**src/rtl/fp_mult_txn_resp.sv**
```systemverilog
// fp_mult_txn_resp: responder-side valid/ready front end for the fixed-latency FP multiplier.
// Optional feature macro: FPM_RND_CHECK_EN (rejects rounding modes 6/7 with a NaN + err result).
// Contains the small result FIFO (fp_mult_txn_resp_fifo) and the top (fp_mult_txn_resp).

// Purpose: generic power-of-two FIFO holding completed results in arrival order.
// Latency: push visible on o_dat/o_cnt after one edge; head is read combinationally from storage.
// Backpressure: none internally; the caller guarantees no push when full and no pop when empty.
module fp_mult_txn_resp_fifo #(
   parameter int WIDTH = 8,
   parameter int DEPTH = 4
) (
   input  logic                   i_clk,
   input  logic                   i_rst_n,
   input  logic                   i_push,
   input  logic [WIDTH-1:0]       i_dat,
   input  logic                   i_pop,
   output logic [WIDTH-1:0]       o_dat,
   output logic [$clog2(DEPTH):0] o_cnt
);
   localparam int AW = $clog2(DEPTH);

   logic [WIDTH-1:0] r_mem [DEPTH];
   logic [AW-1:0]    r_wr_ptr;
   logic [AW-1:0]    r_rd_ptr;
   logic [AW:0]      r_cnt;

   // Storage write; cleared on reset so the head reads as zero until the first push.
   always_ff @(posedge i_clk or negedge i_rst_n) begin
      if (!i_rst_n) begin
         for (int i = 0; i < DEPTH; i++) begin
            r_mem[i] <= '0;
         end
      end else if (i_push) begin
         r_mem[r_wr_ptr] <= i_dat;
      end
   end

   // Pointers wrap naturally (power-of-two depth); count holds on simultaneous push and pop.
   always_ff @(posedge i_clk or negedge i_rst_n) begin
      if (!i_rst_n) begin
         r_wr_ptr <= '0;
         r_rd_ptr <= '0;
         r_cnt    <= '0;
      end else begin
         if (i_push) begin
            r_wr_ptr <= r_wr_ptr + 1'b1;
         end
         if (i_pop) begin
            r_rd_ptr <= r_rd_ptr + 1'b1;
         end
         case ({i_push, i_pop})
            2'b10:   r_cnt <= r_cnt + 1'b1;
            2'b01:   r_cnt <= r_cnt - 1'b1;
            default: r_cnt <= r_cnt;
         endcase
      end
   end

   assign o_dat = r_mem[r_rd_ptr];
   assign o_cnt = r_cnt;

endmodule

// Purpose: accept operand requests, issue them to the multiplier, return z/status/tag in order.
// Latency: accept at E0 -> mul_* valid after E0, result on out_* after E0+LATENCY+1.
// Backpressure: in_ready is credit-gated (queued + in-flight < FIFO_DEPTH); no result is ever dropped.
module fp_mult_txn_resp #(
   parameter int LATENCY    = 2,
   parameter int FIFO_DEPTH = 4
) (
   input  logic        clk,
   input  logic        rst,
   input  logic        in_valid,
   output logic        in_ready,
   input  logic [31:0] in_a,
   input  logic [31:0] in_b,
   input  logic [2:0]  in_rnd,
   input  logic [3:0]  in_tag,
   output logic [31:0] mul_a,
   output logic [31:0] mul_b,
   output logic [2:0]  mul_rnd,
   output logic        mul_issue,
   input  logic [31:0] mul_z,
   input  logic [7:0]  mul_status,
   output logic        out_valid,
   input  logic        out_ready,
   output logic [31:0] out_z,
   output logic [7:0]  out_status,
   output logic [3:0]  out_tag,
   output logic        out_err
);
   localparam int          CW      = $clog2(FIFO_DEPTH) + 1;
   localparam logic [CW:0] DEPTH_V = FIFO_DEPTH[CW:0];
   localparam logic [31:0] QNAN    = 32'h7FC0_0000;

   typedef struct packed {
      logic [31:0] z;
      logic [7:0]  status;
      logic [3:0]  tag;
      logic        err;
   } res_t;

   logic          w_accept;
   logic          w_rnd_bad;
   logic          w_exit;
   logic          w_pop;
   logic [CW-1:0] w_fifo_cnt;
   logic [CW:0]   w_used;
   res_t          w_push_dat;
   res_t          w_head;

   logic [CW-1:0] r_inflight;
   logic          r_pipe_vld [0:LATENCY];
   logic [3:0]    r_pipe_tag [0:LATENCY];
   logic          r_pipe_err [0:LATENCY];
   logic [31:0]   r_mul_a;
   logic [31:0]   r_mul_b;
   logic [2:0]    r_mul_rnd;
   logic          r_mul_issue;

`ifdef FPM_RND_CHECK_EN
   // Rounding modes 6 and 7 are undefined: the request keeps its slot but never reaches the core.
   assign w_rnd_bad = (in_rnd[2:1] == 2'b11);
`else
   // Without checking every mode passes through, so the err bit carried in the FIFO is always 0.
   assign w_rnd_bad = 1'b0;
`endif

   // Credits come only from registered counters (plus reset), so in_ready has no path from in_valid.
   assign w_used   = {1'b0, w_fifo_cnt} + {1'b0, r_inflight};
   assign in_ready = rst && (w_used < DEPTH_V);
   assign w_accept = in_valid && in_ready;
   assign w_exit   = r_pipe_vld[LATENCY];

   // Register operands into the core for legal requests; they hold their last value while idle.
   always_ff @(posedge clk or negedge rst) begin
      if (!rst) begin
         r_mul_a     <= '0;
         r_mul_b     <= '0;
         r_mul_rnd   <= '0;
         r_mul_issue <= 1'b0;
      end else begin
         r_mul_issue <= w_accept && !w_rnd_bad;
         if (w_accept && !w_rnd_bad) begin
            r_mul_a   <= in_a;
            r_mul_b   <= in_b;
            r_mul_rnd <= in_rnd;
         end
      end
   end

   // Tag/valid shift pipeline, LATENCY+1 deep, tracking the core's fixed latency plus operand register.
   always_ff @(posedge clk or negedge rst) begin
      if (!rst) begin
         for (int k = 0; k <= LATENCY; k++) begin
            r_pipe_vld[k] <= 1'b0;
            r_pipe_tag[k] <= '0;
            r_pipe_err[k] <= 1'b0;
         end
      end else begin
         r_pipe_vld[0] <= w_accept;
         r_pipe_tag[0] <= in_tag;
         r_pipe_err[0] <= w_accept && w_rnd_bad;
         for (int k = 1; k <= LATENCY; k++) begin
            r_pipe_vld[k] <= r_pipe_vld[k-1];
            r_pipe_tag[k] <= r_pipe_tag[k-1];
            r_pipe_err[k] <= r_pipe_err[k-1];
         end
      end
   end

   // In-flight counter: accepted but not yet written to the FIFO; accept+exit together cancel.
   always_ff @(posedge clk or negedge rst) begin
      if (!rst) begin
         r_inflight <= '0;
      end else begin
         case ({w_accept, w_exit})
            2'b10:   r_inflight <= r_inflight + 1'b1;
            2'b01:   r_inflight <= r_inflight - 1'b1;
            default: r_inflight <= r_inflight;
         endcase
      end
   end

   // Build the FIFO entry at pipeline exit; rejected requests get a quiet NaN with err set.
   always_comb begin
      w_push_dat.z      = mul_z;
      w_push_dat.status = mul_status;
      w_push_dat.tag    = r_pipe_tag[LATENCY];
      w_push_dat.err    = 1'b0;
      if (r_pipe_err[LATENCY]) begin
         w_push_dat.z      = QNAN;
         w_push_dat.status = '0;
         w_push_dat.err    = 1'b1;
      end
   end

   fp_mult_txn_resp_fifo #(
      .WIDTH ($bits(res_t)),
      .DEPTH (FIFO_DEPTH)
   ) u_fifo (
      .i_clk   (clk),
      .i_rst_n (rst),
      .i_push  (w_exit),
      .i_dat   (w_push_dat),
      .i_pop   (w_pop),
      .o_dat   (w_head),
      .o_cnt   (w_fifo_cnt)
   );

   assign out_valid  = (w_fifo_cnt != '0);
   assign w_pop      = out_valid && out_ready;
   assign out_z      = w_head.z;
   assign out_status = w_head.status;
   assign out_tag    = w_head.tag;
   assign out_err    = w_head.err;

   assign mul_a      = r_mul_a;
   assign mul_b      = r_mul_b;
   assign mul_rnd    = r_mul_rnd;
   assign mul_issue  = r_mul_issue;

endmodule

```
**config.mk**
```make
export PLATFORM = sky130hd
export DESIGN_NAME = fp_mult_txn_resp
export DESIGN_NICKNAME = d
export VERILOG_FILES = /design/src/rtl/fp_mult_txn_resp.sv
export SDC_FILE = /design/constraint.sdc
export NUM_CORES = 1
export LEC_CHECK = 0
export ABC_CLOCK_PERIOD_IN_PS = 7100
export CORE_MARGIN = 5
export CORE_UTILIZATION = 50
export CTS_BUF_LIST = sky130_fd_sc_hd__clkbuf_8
export DETAILED_ROUTE_END_ITERATION = 10
export PLACE_DENSITY = 0.82
export SKIP_CTS_REPAIR_TIMING = 1
export SLEW_MARGIN = 20
export SYNTH_ARGS = -nofsm -noshare
export SYNTH_HDL_FRONTEND = slang
export SYNTH_SLANG_ARGS = --single-unit
```
**constraint.sdc**
```tcl
create_clock -name clk -period 7.1 [get_ports clk]
set_input_delay 0.71 -clock clk [delete_from_list [all_inputs] [get_ports clk]]
set_output_delay 0.71 -clock clk [all_outputs]
set_load 0.005 [all_outputs]
```
==> results of run 1 <==
cell usage after synthesis (all sizes together):
library cell    n  area, µm²
a311oi          1      15.01
a31oi           1      6.260
buf            12      71.31
clkbuf         23      86.33
conb            1      3.750
dfrtp         268       6706
fa              2      40.04
ha              8      100.1
inv            11      41.29
mux2          243       2736
mux2i           2      20.02
mux4           44      991.0
nand2           6      22.52
nor2            2      7.510
o21ai           1      5.000
o31a            1      8.760
or3             1      6.260
or4b            1      10.01
xnor2           3      26.28
xor2            6      52.55
cell families (layout without fill, tap and decap cells):
| kind of cell | after synthesis | after routing |
|---|---|---|
| muxes | 289 | 289 |
| AOI/OAI and AO/OA | 4 | 4 |
| buffers and inverters | 46 | 326 |
| adders and majority gates | 10 | 10 |
| DFF | 268 | 268 |
| xor gates and xnor gates | 9 | 9 |
| and+or+nand+nor | 10 | 10 |
| other | 1 | 1 |
per-layer routing:
metal | part of all wire | wire length (µm) | vias up | global-route usage
met3 | 0.11 | 2507 | 29 | 0.08885
met1 | 0.39 | 9165 | 3274 | 0.2377
met4 | 0.016 | 365 | 0 | 0.04752
met5 | 0 | 0 | - | 0
li1 | - | - | 2829 | -
met2 | 0.49 | 11420 | 217 | 0.3137
state kept, by name (all words and copies together) (netlist names):
name,count
mul_a,32
u_fifo.r_rd_ptr,2
mul_b,32
r_pipe_vld,2
r_pipe_tag,12
u_fifo.r_mem,176
u_fifo.o_cnt,3
r_inflight,3
w_exit,1
u_fifo.r_wr_ptr,2
mul_rnd,3
through the flow:
step / std cells / worst slack [ps]
6_report: 1197 / 3665
5_1_grt: 1197 / 3457
4_1_cts: 1197 / 3553
3_5_place_dp: 1119 / 3379
3_3_place_gp: 1119 / 3410
2_1_floorplan: 637 / 4430
final timing paths:
path / from / endpoint / slack, ps / cells after the start
min in group clk: r_pipe_tag[9]$_DFF_PN0_ / r_pipe_tag[5]$_DFF_PN0_ / 340 / 0
max reg2reg: u_fifo.o_cnt[2]$_DFFE_PN0P_ / r_inflight[2]$_DFFE_PN0P_ / 3860 / 11
min reg2reg: r_pipe_tag[9]$_DFF_PN0_ / r_pipe_tag[5]$_DFF_PN0_ / 340 / 0
min: rst / u_fifo.r_mem[91]$_DFFE_PN0P_ / 80 / 1
max: u_fifo.r_rd_ptr[0]$_DFFE_PN0N_ / out_z[6] / 3670 / 2
max in group asynchronous: rst / mul_a[30]$_DFFE_PN0P_ / 4960 / 3
layout make-up:
class | count | area, µm²
fillers | 1517 | 7264
flip-flops and latches | 268 | 6711
multi-input cells | 323 | 4073
repair buffers | 237 | 2359
clock buffers | 56 | 770.7
well taps | 280 | 350.3
clock inverters | 22 | 118.9
inverters | 11 | 41.29
worst register-to-register path, cell delays in order (launching register included):
cell and delay (ps):
dfrtp_1 410, ha_1 270, or4b_1 530, a311oi_4 210, buf_4 710, inv_1 140
ha_1 250, inv_1 70, fa_1 170, xor2_1 150, nor2_1 70, xor2_1 140
report_power, final:
group / leakage, nW / internal, mW / total (mW) / switching (mW)
Sequential: 3.17 / 2.27 / 2.74 / 0.473
Clock: 0.516 / 0.743 / 1.33 / 0.585
Combinational: 2.44 / 1.82 / 2.59 / 0.770
Total: 6.13 / 4.83 / 6.66 / 1.83
==> impl_metrics.yaml, run 1 <==
outcome:
  status: "finished, final reports clean"
clock_tree:
  cts_inserted_buffers: 45
  clkLatencyLatePin_ps: 540
  cts_sinks: 268
  clock_path_buffers: 3
  htree_levels: 2
  cts_root_buffer: "clkbuf_8"
  path_clk_slew_ps: 60
  cts_tree: "yes"
global_routing:
  grt_usage: 0.1931
  antenna_found_initial: 0
  globalRouteOverflowTotal: 0
  grt_start_max_net_pins: 78
  grt_pass1_wl_mm: 38.05
  grt_pass1_vias: 7273
floorplan:
  core_area_um2: 21690
  io_pins: 230
  placementRows: 54
  die_area_um2: 24970
  fp.dieH_um: 158.0
  fp.dieW_um: 158.0
  initial_utilization: 0.5052
final_layout:
  nets: 1011
  fin_util: 0.6651
  layout_commonest_cell: "dfrtp_1"
  num_antenna_cells: 0
  area_growth_pct: 31.64
  drive_gt1_frac: 0.3893
  mostFrequentLayoutCells: "dfrtp_1 (266), mux2_2 (233), clkdlybuf4s50_1 (227), clkbuf_8 (56), mux4_2 (44)"
  final_area_um2: 14420
synthesis:
  synth-seq-cells: 268
  yosys_warnings: 0
  synthSimpleGateAreaFrac: 0.004225
  syn_area_um2: 10960
  yosysSeqAreaShare: 0.6121
  synth_top_family_by_area: "multiplexers"
  synth_nets: 762
  synthAdderAreaFrac: 0.01279
  avgSynthCellArea_um2: 17.20
  synth-compound-area-share: 0.003197
  synth_cell_types: 23
  syn_inst: 637
  synth_xor_area_frac: 0.007194
  synthMuxAreaShare: 0.3420
pwr:
  total_power_mw: 6.656
  leakage_nw: 6.129
  max-vdd-ir-drop_v: 0.0002502
  cellPowerDensity_nw_per_um2: 461.4
critical_path:
  worst_setup_path_start_kind: "register"
  path_max_fanout: 46
  crit_slowest_cell: "dfrtp_4"
  arrival_ps: 2720
  critical_path.endpoint_type: "output port"
  critPathKind: "register to output port"
  crit_chain: "mux4_2 -> clkdlybuf4s50_1"
  slowest_delay_ps: 1080
  path_delay_family: "flip-flops"
  required_ps: 6390
  path_buf_inv: 1
sta:
  rsz0062_at_grt: "no"
  final_hold_viol_count: 0
  finalCriticalPeriod_ps: 3435
  fmax_mhz: 291.1
  maxSlewViolCount: 0
  final.period_utilization: 0.4838
  setup_tns_ps: 0
  tightest_slew_ps: 973.7
  skew_ps: 21.24
  setup_viol: 0
  holdWs_ps: 80.77
  slew_headroom: 0.3509
route:
  drc: 0
  drt-initial-drc-count: 190
  first_pass_iters: 4
  viasPerCell: 5.304
  antenna_left: 0
  wl_per_cell_um: 19.60
  routed_wl_mm: 23.46
  via_count: 6349
flow_run:
  cap_violations: 0
place:
  dp_hpwl_mm: 15.24
  place_congestion: 0.7470
  portBuffers: 228
  place_area_um2: 13530
hold_path:
  hold_path_class: "input pin to asynchronous set/reset pin"
No activity file was read; power rests on OpenSTA's default activity.
==> run 2: changes to the inputs <==
--- a/config.mk
+++ b/config.mk
@@ -5,12 +5,12 @@
 export SDC_FILE = /design/constraint.sdc
 export NUM_CORES = 1
 export LEC_CHECK = 0
-export ABC_CLOCK_PERIOD_IN_PS = 7100
+export ABC_CLOCK_PERIOD_IN_PS = 2850
 export CORE_MARGIN = 5
-export CORE_UTILIZATION = 50
+export CORE_UTILIZATION = 48
 export CTS_BUF_LIST = sky130_fd_sc_hd__clkbuf_8
 export DETAILED_ROUTE_END_ITERATION = 10
-export PLACE_DENSITY = 0.82
+export PLACE_DENSITY = 0.83
 export SKIP_CTS_REPAIR_TIMING = 1
 export SLEW_MARGIN = 20
 export SYNTH_ARGS = -nofsm -noshare
==> constraint.sdc (replaced) <==
create_clock -name clk -period 2.85 [get_ports clk]
set_input_delay 0.285 -clock clk [delete_from_list [all_inputs] [get_ports clk]]
set_output_delay 0.285 -clock clk [all_outputs]
set_load 0.005 [all_outputs]
==> impl_metrics.yaml, run 2 (synthesis gave the netlist of run 1 again) <==
pwr:
  cellPowerDensity_nw_per_um2: 1156
  seqPwrFrac: 0.393
  clkPwrFrac: 0.207
  switching_share: 0.2727
  leakage_nw: 6.263
  pwr-share-comb: 0.400
  max-vdd-ir-drop_v: 0.0006896
  p_int_mw: 12.33
  p_switching_mw: 4.622
  total_power_mw: 16.95
critical_path:
  critPathKind: "register to output port"
  critical_path.endpoint_type: "output port"
  path_delay_family: "buffers and inverters"
  crit_chain: "buf_12 -> mux4_2 -> clkdlybuf4s50_1"
  arrival_ps: 2410
  path_max_fanout: 13
  required_ps: 2570
  slowest_delay_ps: 640
  worst_setup_path_start_kind: "register"
  path_buf_inv: 2
  crit_slowest_cell: "dfrtp_4"
final_layout:
  nets: 1018
  layout_commonest_cell: "dfrtp_1"
  drive_gt1_frac: 0.3957
  area_growth_pct: 33.87
  fin_util: 0.6498
  nFillCells: 1597
  largest_register_ffs: 176
  largest_register: "u_fifo.r_mem"
  num_antenna_cells: 0
  final_area_um2: 14670
  mostFrequentLayoutCells: "dfrtp_1 (266), mux2_2 (233), clkdlybuf4s50_1 (226), clkbuf_8 (62), mux4_2 (44)"
sta:
  skew_ps: 14.35
  maxSlewViolCount: 0
  fmax_mhz: 370.8
  final.period_utilization: 0.9461
  finalCriticalPeriod_ps: 2697
  rsz0062_at_grt: "no"
  final_hold_viol_count: 0
  slew_headroom: 0.4974
  tightest_slew_ps: 753.9
  setup_viol: 0
floorplan:
  placementRows: 55
  io_pins: 230
  fp.dieH_um: 161.1
  initial_utilization: 0.4854
  fp.dieW_um: 161.1
  die_area_um2: 25950
  core_area_um2: 22570
hold_path:
  hold_path_class: "input pin to register"
outcome:
  status: "finished, final reports clean"
place:
  portBuffers: 228
  place_area_um2: 13650
  dp_hpwl_mm: 15.39
  place_congestion: 0.7183
route:
  routed_wl_mm: 23.70
  drt-initial-drc-count: 177
  via_count: 6358
  antenna_left: 0
  wl_per_cell_um: 19.50
  viasPerCell: 5.233
  first_pass_iters: 4
  drc: 0
clock_tree:
  cts_inserted_buffers: 45
  clock_path_buffers: 3
  path_clk_slew_ps: 60
  htree_levels: 2
  cts_root_buffer: "clkbuf_8"
  clkLatencyLatePin_ps: 530
  cts_tree: "yes"
  cts_sinks: 268
flow_run:
  cap_violations: 0
global_routing:
  grt_pass1_vias: 7386
  antenna_found_initial: 0
  grt_pass1_wl_mm: 38.79
  grt_start_max_net_pins: 85
  globalRouteOverflowTotal: 0
  grt_usage: 0.1851
==> run 2: metrics by stage <==
stage / std cells / setup WS [ps] / setup TNS (ps) / hold WS [ps]
after floorplan: 637 / 199.8 / 0 / -10.59
after global placement: 1129 / 351.9 / 0 / 332.6
after detailed placement: 1129 / 320.3 / 0 / 334.7
after CTS: 1213 / -74.84 / -1071 / -166.8
after global routing: 1215 / 29.48 / 0 / 170.1
final: 1215 / 153.5 / 0 / 188.7
==> run 2: worst paths after layout <==
| check | startpoint | endpoint | slack (ps) | cells after the start |
|---|---|---|---|---|
| min reg2reg | r_pipe_tag[9]$_DFF_PN0_ | r_pipe_tag[5]$_DFF_PN0_ | 350 | 0 |
| max | u_fifo.r_rd_ptr[0]$_DFFE_PN0N_ | out_tag[1] | 150 | 3 |
| max in group asynchronous | rst | u_fifo.r_mem[174]$_DFFE_PN0P_ | 1050 | 4 |
| min in group asynchronous | rst | mul_b[24]$_DFFE_PN0P_ | 520 | 3 |
| max reg2reg | r_inflight[2]$_DFFE_PN0P_ | r_inflight[2]$_DFFE_PN0P_ | 320 | 10 |
| min | in_tag[3] | r_pipe_tag[11]$_DFF_PN0_ | 190 | 1 |
==> run 2: area by class of cell <==
cell class	instances	area [µm²]	area share
well taps	285	356.6	0.02431
repair buffers	244	2515	0.1715
flip-flops and latches	268	6711	0.4576
clock buffers	62	853.3	0.05818
inverters	11	41.29	0.002815
multi-input cells	323	4073	0.2777
clock inverters	22	117.6	0.008018
==> run 2: worst register-to-register path, cell delays in order, from the launching register on <==
cell,delay [ps]
dfrtp_1,400
ha_1,290
or4b_1,540
a311oi_4,300
inv_1,80
ha_1,230
inv_1,70
fa_1,170
xor2_1,140
nor2_1,60
xor2_1,140
==> run 2: power by group through the flow <==
stage | logic [mW] | registers (mW) | clock network (mW)
2_1_floorplan | 3.65 | 6.39 | 0
4_1_cts | 6.83 | 6.70 | 3.62
6_report | 6.78 | 6.66 | 3.51
3_3_place_gp | 6.65 | 6.65 | 0
5_1_grt | 7.36 | 6.89 | 3.81
3_5_place_dp | 6.79 | 6.74 | 0
==> run 2: routing by layer <==
metal	share of wire	wire length, µm	global-route usage
met5	0	0	0
met4	0.018	426	0.04692
met3	0.098	2332	0.07987
met2	0.49	11610	0.3120
met1	0.39	9328	0.2205
